`src/rtl/alu_operand_wb_pkg.sv`:
```
// cirno_pkg: ALU function codes, datapath width and the register-writing predicate
// shared by the operand/writeback stage and its register file.
package cirno_pkg;
    localparam int DATA_W = 8;

    typedef enum logic [3:0] {
        XOR = 4'b0001,
        OR  = 4'b0011,
        SUB = 4'b0100,
        ADD = 4'b0101,
        CMP = 4'b0110,
        SHR = 4'b0111,
        SH  = 4'b1010,
        SHL = 4'b1110
    } funct_e;

    function automatic logic writes_reg(input funct_e f);
        return f inside {ADD, SUB, SHL, SHR, XOR, OR, SH};
    endfunction
endpackage

```
`src/rtl/alu_operand_wb_regfile.sv`:
```
// cirno_regfile: NREG x DATA_W register file, two operand read ports, a debug read port
// and one synchronous write port; r0 is hardwired to zero.
module cirno_regfile #(
    parameter int NREG   = 8,
    parameter int DATA_W = 8
) (
    input  logic                    clk,
    input  logic                    reset,
    input  logic                    we,
    input  logic [$clog2(NREG)-1:0] wa,
    input  logic [DATA_W-1:0]       wd,
    input  logic [$clog2(NREG)-1:0] ra0,
    output logic [DATA_W-1:0]       rd0,
    input  logic [$clog2(NREG)-1:0] ra1,
    output logic [DATA_W-1:0]       rd1,
    input  logic [$clog2(NREG)-1:0] dbg_addr,
    output logic [DATA_W-1:0]       dbg_data
);
    logic [DATA_W-1:0] r_regs [NREG];

    always_ff @(posedge clk) begin
        if (reset) begin
            for (int i = 0; i < NREG; i++) r_regs[i] <= '0;
        end else if (we && wa != '0) begin
            r_regs[wa] <= wd;
        end
    end

    assign rd0      = (ra0 == '0) ? '0 : r_regs[ra0];
    assign rd1      = (ra1 == '0) ? '0 : r_regs[ra1];
    assign dbg_data = (dbg_addr == '0) ? '0 : r_regs[dbg_addr];
endmodule

```
`src/rtl/alu_operand_wb.sv`:
```
// alu_operand_wb: operand fetch and writeback around the registered 8-bit ALU.
// ALU_OPERAND_WB_BYPASS_EN selects forwarding of the in-flight result instead of a stall.
module alu_operand_wb #(
    parameter int NREG   = 8,
    parameter int DATA_W = cirno_pkg::DATA_W,
    parameter int CNT_W  = 16
) (
    input  logic                    clk,
    input  logic                    reset,
    input  logic                    issue_valid,
    output logic                    issue_ready,
    input  logic [3:0]              issue_funct,
    input  logic [$clog2(NREG)-1:0] issue_rd,
    input  logic [$clog2(NREG)-1:0] issue_rs,
    input  logic [$clog2(NREG)-1:0] issue_rt,
    input  logic                    issue_imm_sel,
    input  logic [DATA_W-1:0]       issue_imm,
    output logic                    alu_en,
    output logic [3:0]              alu_funct,
    output logic [DATA_W-1:0]       alu_x,
    output logic [DATA_W-1:0]       alu_y,
    input  logic [DATA_W-1:0]       alu_result,
    input  logic                    alu_cmp,
    output logic                    cmp_flag,
    output logic                    illegal_funct,
    output logic [CNT_W-1:0]        retired,
    input  logic [$clog2(NREG)-1:0] dbg_addr,
    output logic [DATA_W-1:0]       dbg_data
);
    import cirno_pkg::*;

    localparam int AW = $clog2(NREG);

    logic              r_wb_valid;
    logic [AW-1:0]     r_wb_rd;
    funct_e            r_wb_funct;
    logic              r_cmp_flag;
    logic              r_illegal;
    logic [CNT_W-1:0]  r_retired;
    logic [DATA_W-1:0] w_rs_data;
    logic [DATA_W-1:0] w_rt_data;
    logic              w_wb_wr;
    logic              w_haz_x;
    logic              w_haz_y;

    cirno_regfile #(.NREG(NREG), .DATA_W(DATA_W)) u_rf (
        .clk      (clk),
        .reset    (reset),
        .we       (r_wb_valid && writes_reg(r_wb_funct)),
        .wa       (r_wb_rd),
        .wd       (alu_result),
        .ra0      (issue_rs),
        .rd0      (w_rs_data),
        .ra1      (issue_rt),
        .rd1      (w_rt_data),
        .dbg_addr (dbg_addr),
        .dbg_data (dbg_data)
    );

    // r0 never carries a live result, so it can never be a hazard source
    assign w_wb_wr = r_wb_valid && writes_reg(r_wb_funct) && r_wb_rd != '0;
    assign w_haz_x = w_wb_wr && issue_rs == r_wb_rd;
    assign w_haz_y = w_wb_wr && !issue_imm_sel && issue_rt == r_wb_rd;

`ifdef ALU_OPERAND_WB_BYPASS_EN
    assign issue_ready = 1'b1;
    assign alu_x       = w_haz_x ? alu_result : w_rs_data;
    assign alu_y       = issue_imm_sel ? issue_imm : (w_haz_y ? alu_result : w_rt_data);
`else
    assign issue_ready = !(w_haz_x || w_haz_y);
    assign alu_x       = w_rs_data;
    assign alu_y       = issue_imm_sel ? issue_imm : w_rt_data;
`endif

    assign alu_en        = issue_valid && issue_ready;
    assign alu_funct     = issue_funct;
    assign cmp_flag      = r_cmp_flag;
    assign illegal_funct = r_illegal;
    assign retired       = r_retired;

    always_ff @(posedge clk) begin
        if (reset) begin
            r_wb_valid <= 1'b0;
            r_wb_rd    <= '0;
            r_wb_funct <= ADD;
            r_cmp_flag <= 1'b0;
            r_illegal  <= 1'b0;
            r_retired  <= '0;
        end else begin
            r_wb_valid <= alu_en;
            r_wb_rd    <= issue_rd;
            r_wb_funct <= funct_e'(issue_funct);
            r_illegal  <= r_wb_valid && !writes_reg(r_wb_funct) && r_wb_funct != CMP;
            if (r_wb_valid && r_wb_funct == CMP) r_cmp_flag <= alu_cmp;
            if (r_wb_valid) r_retired <= r_retired + CNT_W'(1);
        end
    end
endmodule

```
`config.mk`:
```
export PLATFORM = sky130hd
export DESIGN_NAME = alu_operand_wb
export DESIGN_NICKNAME = d
export VERILOG_FILES = /design/src/rtl/alu_operand_wb_pkg.sv /design/src/rtl/alu_operand_wb_regfile.sv /design/src/rtl/alu_operand_wb.sv
export SDC_FILE = /design/constraint.sdc
export NUM_CORES = 1
export LEC_CHECK = 0
export CAP_MARGIN = 20
export CELL_PAD_IN_SITES_DETAIL_PLACEMENT = 0
export CELL_PAD_IN_SITES_GLOBAL_PLACEMENT = 1
export CORE_UTILIZATION = 45
export CTS_CLUSTER_DIAMETER = 50
export CTS_CLUSTER_SIZE = 20
export DETAILED_ROUTE_END_ITERATION = 8
export DONT_BUFFER_PORTS = 1
export PLACE_DENSITY = 0.75
export REMOVE_ABC_BUFFERS = 1
export SLEW_MARGIN = 20
export SYNTH_ARGS = -nofsm -noshare
export SYNTH_HDL_FRONTEND = slang
export SYNTH_SLANG_ARGS = --single-unit
```
`constraint.sdc`:
```
create_clock -name clk -period 2.6 [get_ports clk]
set_input_delay 0.26 -clock clk [delete_from_list [all_inputs] [get_ports clk]]
set_output_delay 0.26 -clock clk [all_outputs]
set_load 0.005 [all_outputs]
```
== Word-level counts from Yosys, hierarchy flattened ==
Memory sizes are Yosys's and may differ from the RTL's.
Cells that the tools add are included.
Storage, ports and cells
  register bits: 26
  bits in latches: 0
  memory bits (writable): 64
  bits in read-only memories: 0
  bits of input ports: 37
  word-level logic and storage cells: 50
  memories: 1
Memory list
  u_rf.r_regs: words 8, bits a word 8, rd ports 3, clocked after memory_dff 0, write ports 8, RTL line alu_operand_wb_regfile.sv:19  | logic [DATA_W-1:0] r_regs [NREG];
Operators by class
  $add $sub $neg: 1
  multipliers: 0
  divide/modulo/power cells: 0
  $lt $le $gt $ge: 0
  equal/unequal tests: 11
  shift operators: 0
  multiplexer cells: 12
  bitwise logic cells: 0
  reductions and logical operators: 19
Operators with widths (number)
  $mux W8: 5
  $add A16 B1 Y16 const B: 1
  $eq A4 B3 Y1 const B: 4
  $logic_and A1 B1 Y1: 9
  $logic_not A3 Y1: 3
  $eq A4 B4 Y1 const B: 2
  $reduce_or A8 Y1: 1
  $reduce_bool A7 Y1: 1
  $eq A3 B3 Y1: 2
  $mux W1: 6
  $eq A4 B1 Y1 const B: 1
  $eq A4 B2 Y1 const B: 1
  $ne A4 B3 Y1 const B: 1
  $logic_not A1 Y1: 3
  $mux W3: 1
  $reduce_bool A3 Y1: 1
  $logic_or A1 B1 Y1: 1

== Depth between registers and ports, before layout ==
  depth in word-level cells: 9
  mapped depth: 6
  depth with buffers taken out: 5

== Modules after synthesis ==
Synthesis repeated with hierarchy kept, for this count alone.
Unflattened totals
  cell total of the unflattened synthesis: 428
  area, all modules: 4977.3 µm²
By module, submodules not included
  cirno_regfile: instances 1, cells each 298, area each 3734.8 µm², sequential area each 1681.6 µm²
  alu_operand_wb: instances 1, cells each 130, area each 1242.4 µm², sequential area each 520.5 µm²

== Least setup slack after synthesis ==
OpenSTA, ideal clock, no wires.
  kind: reg-to-reg
  from: register r_wb_funct[3]
  to: memory u_rf.r_regs[6][0], enable pin
  setup time: 0.334 ns
  data arrival time: 1.513 ns
  data required time: 2.266 ns
  path slack: 0.752 ns
  stages on the path, launching flop included: 7
  path buffers: 2
  path through: dfxtp_1 or2_1 buf_2 o2bb2ai_1 or4_1 buf_2 nand2b_1
RTL lines
  from (decl): RTL line alu_operand_wb.sv:36  | funct_e r_wb_funct;
  from (signal assigned): RTL line alu_operand_wb.sv:92  | r_wb_funct <= funct_e'(issue_funct);
  to (decl): RTL line alu_operand_wb_regfile.sv:19

==> impl_metrics.py <==
metrics = {
    "status": {
        "status": "finished clean",
    },
    "pwr": {
        "power_uw": 3220,
        "p_leak_uw": 0.00207,
        "power_density_nw_per_um2": 571,
        "ir_drop_v": 0.000310,
    },
    "run": {
        "drv_cap": 0,
    },
    "sta": {
        "max_slew_margin_pct": 47.1,
        "finalCritPeriodShare_pct": 80.3,
        "period_needed_ps": 2090,
        "finalWorstSetupSlack_ps": 511,
        "fmax_ghz": 0.479,
        "finalMaxSlewViolations": 0,
        "hold_viol_final": 0,
        "worst_pin_slew_ps": 790,
        "whs_ps": 32.8,
        "setup_violations": 0,
        "clock-skew-final_ps": 8.72,
        "fin_setup_tns_ps": 0,
        "rsz0062_at_grt": "no",
    },
    "routing": {
        "num_vias": 3828,
        "first_iter_violations": 277,
        "firstDrtPassIters": 4,
        "antenna_left": 0,
        "wl_met1_um": 5740,
        "dr_wl_met3_um": 1260,
        "avgViaCountPerCell": 6.03,
        "drc": 0,
        "route.met2.wl_um": 6610,
        "routedWlPerCell_um": 21.8,
        "drt_wl_total_um": 13800,
        "topRoutingLayerUsed": "met4",
    },
    "critical_path": {
        "arrival_ps": 2080,
        "end_kind": "flip-flop",
        "critical_path_class": "flip-flop to flip-flop",
        "crit_chain": "or2_1, o2bb2ai_1, or4_1, nand2b_1",
        "slowest_stage": "or4_1",
        "slowest_delay_ps": 640,
        "required_ps": 2600,
        "reg2reg_slack_ps": 510,
        "cp-start-kind": "flip-flop",
        "crit_fanout": 9,
    },
    "floorplanning": {
        "io_pins": 85,
        "die_h_um": 110,
        "die-area_sq_um": 12100,
        "initial_core_util_pct": 46.1,
        "die_width_um": 110,
        "core_sq_um": 11400,
        "rows": 39,
    },
    "yosys": {
        "synth.area.top_cells": "edfxtp_1 37%, dfxtp_1 9.9%, mux4_2 8.2%",
        "yosysUniqueCellTypes": 47,
        "yosysTopAreaCell": "edfxtp_1",
        "synth_seq_cells": 90,
        "avgSynthCellArea_sq_um": 10.5,
        "synthArstFlopShare_pct": 0,
        "synth_edf_count": 64,
        "synth_top_area_share_pct": 36.6,
        "syn_area_sq_um": 5250,
        "synth_top_flop_cell": "edfxtp_1",
        "synth_cells": 499,
        "seq_area_frac_synth_pct": 46.6,
        "synth_warnings": 0,
    },
    "clocking": {
        "cts_tree": "yes",
        "root_buffer": "clkbuf_16",
        "htree_num_levels": 3,
        "cts_max_path_buffers": 2,
        "clock_sinks": 90,
        "cts_inserted_buffers": 9,
        "worstSkewPairLatency_ps": 340,
        "cts_resized": 0,
        "clk_pin_slew_ps": 60,
    },
    "layout": {
        "nets": 525,
        "design_area_sq_um": 5640,
        "num_antenna_cells": 0,
        "drive_above_1_share_pct": 12.2,
        "syn_to_final_growth_pct": 7.56,
    },
    "placement": {
        "pre_cts_ws_ps": 501,
        "io_buffers": 0,
        "post-dp-hpwl_um": 9760,
        "routabilityCongestion": 0.828,
        "placed_area_sq_um": 5310,
    },
    "grt": {
        "grt_pass1_wl_um": 20900,
        "antenna_found_initial": 0,
        "grt_pass1_vias": 3717,
        "grt_overflow": 0,
        "grt_max_degree": 28,
        "grt_usage_pct": 24.2,
    },
    "worst_hold_path": {
        "min_path_type": "input port to flip-flop",
    },
}
-- cell families after synthesis --
group / Yosys count / synth area share, %
compound gates: 88 / 11.0
xor+xnor: 17 / 2.84
other cells: 1 / 0.0715
buf+inv: 53 / 4.60
simple gates: 193 / 19.3
fa+ha+maj: 1 / 0.238
flops: 90 / 46.6
mux: 56 / 15.4
-- per-stage QoR --
step / cells / util (%)
2_1_floorplan: 466 / -
3_3_place_gp: 616 / 46.7
3_5_place_dp: 616 / 46.7
4_1_cts: 634 / 49.5
5_1_grt: 635 / 49.6
6_report: 635 / 49.6
-- power by group --
| part | switching [uW] | leakage [uW] | internal, uW |
|---|---|---|---|
| Sequential | 50.3 | 0.000872 | 1590 |
| Combinational | 145 | 0.00104 | 152 |
| Clock | 531 | 0.000151 | 760 |
-- state kept, by name, summed over array words and instances (netlist names) --
register       flops
u_rf.r_regs       64
retired           16
r_wb_funct         4
r_wb_rd            3
cmp_flag           1
illegal_funct      1
r_wb_valid         1
-- final timing paths --
kind             startpoint           endpoint  cells past startpoint
max           r_wb_funct[3]  u_rf.r_regs[6][7]                      4
min          issue_funct[2]      r_wb_funct[2]                      1
max reg2reg   r_wb_funct[3]  u_rf.r_regs[6][7]                      4
min reg2reg        cmp_flag           cmp_flag                      2
-- cell usage after synthesis (all sizes together), types with 6 or more instances --
cell,number
nand4,10
buf,24
dfxtp,26
xor2,10
nor4,6
xnor2,7
mux2i,30
clkbuf,16
a21oi,10
mux4,19
edfxtp,64
or2,9
nor3,8
nand2,27
o21ai,37
a221oi,18
mux2,7
inv,12
nor2b,23
and2,33
nor2,61
-- per-layer routing --
layer | track usage [%] | vias up
met2 | 39.1 | 133
met4 | 7.71 | 0
met5 | 0 | -
li1 | - | 1801
met1 | 30.6 | 1878
met3 | 7.88 | 16
-- area by class of cell --
| class | instances | area (sq um) |
|---|---|---|
| Clock inverter | 3 | 20.0 |
| Timing Repair Buffer | 10 | 82.6 |
| Clock buffer | 13 | 282 |
| Fill cell | 1024 | 5730 |
| Tap cell | 143 | 179 |
| Inverter | 13 | 48.8 |
| Sequential cell | 90 | 2440 |
| Multi-Input combinational cell | 363 | 2590 |
-- repair_timing --
item / 4_1_cts / 5_1_grt
buffers inserted: 0 / 0
endpoints found under the hold margin: 21 / 1
hold buffers: 2 / 1
-- worst max-delay path: cells and delay by family (launching register included) --
kind / cells / cell delay, ps
and+or+nand+nor: 3 / 1240
DFF: 1 / 390
AOI/OAI and AO/OA: 1 / 130
-- cells in the final DEF (no fill, tap or decap), drive strengths merged, types with 2 or more instances in the layout --
cell / n
dfxtp: 26
inv: 13
conb: 8
or2: 9
buf: 7
nand2: 27
a2bb2oi: 2
nor4: 6
or3: 3
nor3: 8
a22oi: 5
o22ai: 2
o221ai: 5
dlygate4sd3: 3
mux2: 7
mux4: 19
nor2: 61
edfxtp: 64
nand2b: 5
or4: 2
a221oi: 18
o22a: 5
o21ai: 37
nor2b: 23
clkinv: 3
xor2: 10
mux2i: 30
clkbuf: 13
and2: 33
nand4: 10
xnor2: 7
a21oi: 10
Power figures use the tool's default switching activity.
